`src/rtl/anim_pkg.sv`:
```
// Shared types and constants for the character animation controller:
// FSM states, sprite_control bit layout, run-cycle length and reset word.
package anim_pkg;

    typedef enum logic [1:0] {
        IDLE = 2'd0,
        RUN  = 2'd1,
        JUMP = 2'd2
    } anim_state_t;

    localparam int DIR_BIT    = 6;
    localparam int JUMP_BIT   = 5;
    localparam int IDLE_BIT   = 4;
    localparam int RUN_FRAMES = 8;
    localparam int IDX_W      = $clog2(RUN_FRAMES);

    localparam logic [6:0] RESET_WORD = 7'h50;

    // Prescaler counter width: clog2 of the divide ratio, never below one bit.
    function automatic int cnt_width(input int n);
        return (n > 1) ? $clog2(n) : 1;
    endfunction

endpackage

```
`src/rtl/anim_step_div.sv`:
```
// frame_tick prescaler: counts enabled ticks and strobes step on every
// FRAMES_PER_STEP-th one; clear restarts the count and suppresses the strobe.
module anim_step_div
    import anim_pkg::*;
#(
    parameter int FRAMES_PER_STEP = 4
) (
    input  logic clk,
    input  logic rst,
    input  logic enable,
    input  logic clear,
    output logic step
);

    localparam int CW = cnt_width(FRAMES_PER_STEP);
    localparam logic [CW-1:0] LAST = CW'(FRAMES_PER_STEP - 1);

    logic [CW-1:0] cnt;

    assign step = enable && !clear && (cnt == LAST);

    // NOTE: state registers use non-blocking assignments so every flop
    // samples the pre-edge values of its neighbours.
    always_ff @(posedge clk) begin
        if (rst || clear) begin
            cnt <= '0;
        end else if (enable) begin
            cnt <= step ? '0 : cnt + 1'b1;
        end
    end

endmodule

```
`src/rtl/character_anim_ctl.sv`:
```
// Character animation FSM (IDLE/RUN/JUMP) producing a registered sprite selector.
// Optional build macro ANIM_PAUSE_EN adds a pause input that freezes all state.
module character_anim_ctl
    import anim_pkg::*;
#(
    parameter int FRAMES_PER_STEP = 4
) (
    input  logic       clk,
    input  logic       rst,
    input  logic       frame_tick,
    input  logic       move_left,
    input  logic       move_right,
    input  logic       on_ground,
`ifdef ANIM_PAUSE_EN
    input  logic       pause,
`endif
    output logic [6:0] sprite_control
);

`ifndef ANIM_PAUSE_EN
    logic pause;
    assign pause = 1'b0;
`endif

    anim_state_t      state_q, state_d;
    logic             dir_q, dir_d;
    logic [IDX_W-1:0] idx_q, idx_d;
    logic [6:0]       sprite_d;
    logic             move;
    logic             div_enable, div_clear, div_step;

    anim_step_div #(
        .FRAMES_PER_STEP(FRAMES_PER_STEP)
    ) u_step_div (
        .clk    (clk),
        .rst    (rst),
        .enable (div_enable),
        .clear  (div_clear),
        .step   (div_step)
    );

    // State register; the output word is registered alongside the state.
    always_ff @(posedge clk) begin
        if (rst) begin
            state_q        <= IDLE;
            dir_q          <= 1'b1;
            idx_q          <= '0;
            sprite_control <= RESET_WORD;
        end else if (!pause) begin
            state_q        <= state_d;
            dir_q          <= dir_d;
            idx_q          <= idx_d;
            sprite_control <= sprite_d;
        end
    end

    // Next-state logic: airborne beats movement; both directions cancel.
    always_comb begin
        // NOTE: every comb output gets a default first so no path infers a latch.
        state_d = IDLE;
        move    = move_left ^ move_right;
        dir_d   = move ? move_right : dir_q;

        if (!on_ground) begin
            state_d = JUMP;
        end else if (move) begin
            state_d = RUN;
        end

        div_clear  = !pause && (state_d == RUN) && ((state_q != RUN) || (dir_d != dir_q));
        div_enable = !pause && frame_tick && (state_q == RUN) && (state_d == RUN);

        idx_d = idx_q;
        if (div_clear) begin
            idx_d = '0;
        end else if (div_step) begin
            idx_d = idx_q + 1'b1;
        end
    end

    // Output decode from the next state, captured by the register above.
    always_comb begin
        sprite_d          = '0;
        sprite_d[DIR_BIT] = dir_d;
        case (state_d)
            IDLE:    sprite_d[IDLE_BIT]    = 1'b1;
            JUMP:    sprite_d[JUMP_BIT]    = 1'b1;
            RUN:     sprite_d[IDX_W-1:0]   = idx_d;
            default: sprite_d              = RESET_WORD;
        endcase
    end

endmodule

```
`config.mk`:
```
export PLATFORM = sky130hd
export DESIGN_NAME = character_anim_ctl
export DESIGN_NICKNAME = d
export VERILOG_FILES = /design/src/rtl/anim_pkg.sv /design/src/rtl/anim_step_div.sv /design/src/rtl/character_anim_ctl.sv
export SDC_FILE = /design/constraint.sdc
export NUM_CORES = 1
export LEC_CHECK = 0
export CORE_MARGIN = 2
export CORE_UTILIZATION = 30
export DETAILED_ROUTE_END_ITERATION = 12
export HOLD_SLACK_MARGIN = 0.05
export PLACE_DENSITY_LB_ADDON = 0.3
export REMOVE_ABC_BUFFERS = 1
export SLEW_MARGIN = 20
export SYNTH_ARGS = -nofsm -noshare
export SYNTH_HDL_FRONTEND = slang
export SYNTH_SLANG_ARGS = --single-unit
```
`constraint.sdc`:
```
create_clock -name clk -period 3.8 [get_ports clk]
set_input_delay 0.76 -clock clk [delete_from_list [all_inputs] [get_ports clk]]
set_output_delay 0.76 -clock clk [all_outputs]
set_load 0.005 [all_outputs]
```
==> flow_summary.toml, run 1 <==
[timing]
timing.final.crit_period_ns = 2.21
max_freq_mhz = 453
rsz0062_at_grt = "false"
fin_skew_ns = 0.00381
finalHoldViolCount = 0
fin_ws_ns = 1.59
maxSlewViolCount = 0
setup_viol = 0
final.period_utilization_pct = 58.1
setup_tns_ns = 0

[floorplan]
rows = 16
dieHeight_um = 50.3
core-area_um2 = 2000
dieArea_um2 = 2530
start_util_pct = 32.1
die_w_um = 50.3
io_pins = 13

[routing]
ant_nets = 0
first_pass_iters = 4
via_per_inst = 5.05
vias = 520
wirelength_mm = 1.25
drc_errors = 0
wl_per_cell_um = 12.1
drt_iter0_markers = 12

[global_routing]
met1_usage_pct = 15.0
grtUsageTotal_pct = 12.0
grt_start_max_net_pins = 10
use_met3_pct = 1.79
use_met2_pct = 19.1
grt_first_pass_wirelength_mm = 2.28
grt-ovfl-total = 0
first_global_vias = 507
antenna_found_initial = 0
grt-busiest-layer = "met2"

[yosys]
ys.flop_type = "dfxtp_1"
syn_area_per_cell_um2 = 9.89
yosysUniqueCellTypes = 34
ys_async_sr_fraction_pct = 0
synth-seq-cells = 14
syn_area_um2 = 643
synth_edf_count = 0
ys_warn_count = 0
postSynthCellCount = 65
ys_seq_area_share_pct = 43.6

[finish]
fin_nets = 86
syn2layout_area_growth_pct = 23.3
layout_commonest_cell = "dfxtp_1"
multi_input_area_um2 = 343
diodes = 0
final-seq-area_um2 = 280
drive_gt1_share_pct = 10.5
fillers = 205
layout_common_cells = "dfxtp_1 (14), clkdlybuf4s50_1 (11), nor2_1 (5)"

[cts]
clock_path_buffers = 2
numCtsBuffers = 3
holdBufCountCts = 0
ctsResizeCount = 0
path_clk_slew_ns = 0.08
htree_num_levels = 1
worstSkewPairLatency_ns = 0.27
clkSinkCount = 14
cts_tree = "built"
post_cts_buffers = 0
cts-root-buf = "clkbuf_4"

[worst_setup_path]
start_kind = "input port"
crit_arrival_ns = 2.42
required_ns = 4.01
r2r_slack_ns = 2.35
path_class = "input port to flip-flop"
cp_max_fo = 6
end_kind = "flip-flop"

[pwr]
sequentialPowerShare_pct = 57.8
power-per-cell-area_nw_per_um2 = 333
vdd_drop_max_uv = 140
p_leak_nw = 0.310
p_int_w = 0.000202
power.share.clock_pct = 30.9
swShare_pct = 23.6
power_frac_comb_pct = 11.2
p_switching_w = 0.0000623

[status]
status = "finished, final reports clean"

[placement]
dp_slack_ns = 1.30
gp_congestion = 0.763
port_buffers = 11
hpwl_um = 962

[worst_hold_path]
hold_class = "flip-flop to flip-flop"

[job]
maxCapViolations = 0
[cell usage after synthesis, types with 2 or more instances]
library cell   n  area (µm²)
dfxtp_1       14         280
nor2_1         5        18.8
a21oi_1        4        20.0
nand2_1        4        15.0
a21o_1         3        22.5
a21boi_1       2        15.0
ha_1           2        25.0
nand2b_1       2        12.5
nand3_1        2        10.0
o21ai_0        2        10.0
o31ai_1        2        15.0
[per-layer routing]
layer	vias up	wire length, µm
met5	-	0
met4	0	29
met3	4	33
met2	12	634
met1	242	554
li1	262	-
[stage by stage]
step	hold slack (ns)	power (W)	utilization, %	cells	instance area [µm²]
3_5_place_dp	0.462	0.000186	38.5	100	771
4_1_cts	0.474	0.000268	39.6	103	793
3_3_place_gp	0.452	0.000186	38.5	100	771
5_1_grt	0.496	0.000279	39.6	103	793
2_1_floorplan	0.440	0.000170	-	62	627
6_report	0.468	0.000265	39.6	103	793
[power groups by stage]
stage / combinational (W) / clock [W] / sequential, W
6_report: 0.0000297 / 0.0000819 / 0.000153
5_1_grt: 0.0000328 / 0.0000928 / 0.000154
4_1_cts: 0.0000299 / 0.0000855 / 0.000153
3_5_place_dp: 0.0000298 / 0 / 0.000156
3_3_place_gp: 0.0000297 / 0 / 0.000156
2_1_floorplan: 0.0000135 / 0 / 0.000156
[critical path, cell delays in order]
cell and delay, ns:
clkdlybuf4s50_1 0.55, nand2b_1 0.24, o211ai_1 0.18, or4_4 0.52
a21oi_1 0.16
[worst paths after layout]
path	start	end	cells past startpoint
worst max register to register	u_step_div.cnt[0]	idx_q[2]	4
worst min register to register	u_step_div.cnt[1]	u_step_div.cnt[1]	2
worst min-delay path	u_step_div.cnt[1]	u_step_div.cnt[1]	2
worst max-delay path	move_left	idx_q[2]	5
[registers in the layout, summed over array words and instances (netlist names)]
signal / cells
sprite_control: 6
idx_q: 3
state_q: 2
u_step_div.cnt: 2
dir_q: 1
[cell families after synthesis]
logic type / Yosys count / share of synthesized area, %
compound gates: 18 / 19.5
xor+xnor: 1 / 2.53
fa+ha+maj: 2 / 3.89
buf+inv: 4 / 3.11
flops: 14 / 43.6
mux: 1 / 1.56
other cells: 1 / 0.583
simple gates: 24 / 25.3
[layout make-up]
| type | instances | area share, % |
|---|---|---|
| sequential | 14 | 35.3 |
| clock buffer | 3 | 2.84 |
| timing repair buffer | 11 | 13.9 |
| inverter | 1 | 0.473 |
| multi-input combinational | 47 | 43.2 |
| tap | 27 | 4.26 |
Note: power is estimated with default switching activity, not from simulation.
==> run 2, diff against run 1 <==
==> constraint.sdc (replaced) <==
create_clock -name clk -period 1.9 [get_ports clk]
set_input_delay 0.38 -clock clk [delete_from_list [all_inputs] [get_ports clk]]
set_output_delay 0.38 -clock clk [all_outputs]
set_load 0.005 [all_outputs]
==> flow_summary.toml, run 2 (synthesis gave the netlist of run 1 again) <==
[status]
status = "finished, final reports clean"

[placement]
gp_congestion = 0.790
hpwl_mm = 1.03
place_area_um2 = 846
port_buffers = 11

[routing]
ant_nets = 0
wl_per_cell_um = 11.2
drt_iter0_markers = 8
wirelength_mm = 1.28
drc_errors = 0
via_per_inst = 4.64
vias = 529
first_pass_iters = 4

[timing]
max_freq_mhz = 583
rsz0062_at_grt = "false"
setup_viol = 0
finalHoldViolCount = 0
fin_skew_ns = 0.000850
holdWs_ns = 0.463
timing.final.crit_period_ns = 1.72
maxSlewViolCount = 0
final.period_utilization_pct = 90.3

[cts]
worstSkewPairLatency_ns = 0.27
numCtsBuffers = 3
cts_tree = "built"
post_cts_buffers = 0
clkSinkCount = 14
ctsResizeCount = 0
clock_path_buffers = 2
holdBufCountCts = 0
path_clk_slew_ns = 0.08
htree_num_levels = 1
cts-root-buf = "clkbuf_4"

[floorplan]
rows = 16
dieHeight_um = 50.3
die_w_um = 50.3
start_util_pct = 32.1
core-area_um2 = 2000
io_pins = 13
dieArea_um2 = 2530

[pwr]
p_leak_nw = 0.363
p_total_w = 0.000585
p_int_w = 0.000456
power_frac_comb_pct = 11.9
vdd_drop_max_uv = 332
power-per-cell-area_nw_per_um2 = 663
power.share.clock_pct = 35.7
p_switching_w = 0.000128
sequentialPowerShare_pct = 52.4
swShare_pct = 22.0

[global_routing]
grtUsageTotal_pct = 11.7
grt_start_max_net_pins = 10
first_global_vias = 495
antenna_found_initial = 0
grt_first_pass_wirelength_mm = 2.20
grt-ovfl-total = 0

[finish]
fin_nets = 96
final_area_um2 = 882
reg_top3 = "sprite_control x6, idx_q x3"
layout_common_cells = "dfxtp_1 (14), clkdlybuf4s50_1 (11), buf_4 (10)"
drive_gt1_share_pct = 21.8
largest_reg_flops = 6
top_register = "sprite_control"
layout_commonest_cell = "dfxtp_1"
utilization_pct = 44.1
diodes = 0
syn2layout_area_growth_pct = 37.2

[worst_setup_path]
crit_arrival_ns = 1.93
cp_max_fo = 5
end_kind = "flip-flop"
crit_chain = "clkdlybuf4s50_1 -> xor2_2 -> nand4_4 -> or4_4 -> a21oi_1"
required_ns = 2.11
cp_num_cells = 5
start_kind = "input port"
r2r_cells = 4
path_buf_inv = 1
cpPeakStageDelay_ns = 0.56
path_class = "input port to flip-flop"
cp_top_family = "simple AND/OR/NAND/NOR gates"
crit_slowest_cell = "clkdlybuf4s50_1"

[worst_hold_path]
hold_class = "flip-flop to flip-flop"
hold_depth = 2

[job]
maxCapViolations = 0
run 2: cell types whose count changed in the layout (fill, tap and decap cells not counted):
cell	before	now
clkbuf_8	0	1
buf_4	0	10
run 2: final timing paths:
kind / slack [ns] / endpoint / start
hold / removal: 0.46 / u_step_div.cnt[1] / u_step_div.cnt[1]
setup / recovery: 0.18 / idx_q[2] / move_right
setup reg to reg: 0.51 / idx_q[2] / u_step_div.cnt[0]
hold reg to reg: 0.46 / u_step_div.cnt[1] / u_step_div.cnt[1]
run 2: worst min-delay path, stage by stage (launching register included):
cell	delay, ns
dfxtp_1	0.32
nand2_1	0.05
a21oi_1	0.05
run 2: cell type report:
| type | count | area (µm²) |
|---|---|---|
| flip-flops and latches | 14 | 280 |
| inverters | 1 | 3.75 |
| multi-input cells | 47 | 343 |
| well taps | 27 | 33.8 |
| repair buffers | 21 | 185 |
| clock buffers | 4 | 36.3 |
| fillers | 187 | 1120 |
run 2: per-stage QoR:
stage | cells | TNS (ns) | worst slack [ns]
final | 114 | 0 | 0.185
after floorplan | 62 | 0 | 0.507
after global placement | 110 | -0.251 | -0.109
after CTS | 114 | 0 | 0.182
after detailed placement | 110 | -0.343 | -0.111
after global routing | 114 | 0 | 0.103
run 2: routing by layer:
layer	wire, µm	GRT usage [%]
met4	19	5.41
met1	563	13.7
met3	55	4.46
met2	640	18.9
met5	0	0
run 2: power by group through the flow:
stage / registers [W] / logic, W / clock network [W]
2_1_floorplan: 0.000312 / 0.0000269 / 0
3_3_place_gp: 0.000312 / 0.0000694 / 0
3_5_place_dp: 0.000313 / 0.0000697 / 0
4_1_cts: 0.000306 / 0.0000701 / 0.000220
5_1_grt: 0.000307 / 0.0000762 / 0.000235
6_report: 0.000307 / 0.0000698 / 0.000209
==> run 3, diff against run 2 <==
--- a/config.mk
+++ b/config.mk
@@ -5,6 +5,7 @@
 export SDC_FILE = /design/constraint.sdc
 export NUM_CORES = 1
 export LEC_CHECK = 0
+export CAP_MARGIN = 20
 export CORE_MARGIN = 2
 export CORE_UTILIZATION = 30
 export DETAILED_ROUTE_END_ITERATION = 12
==> results of run 3 <==
No change in the layout: final DEF, timing and power equal those of run 2.
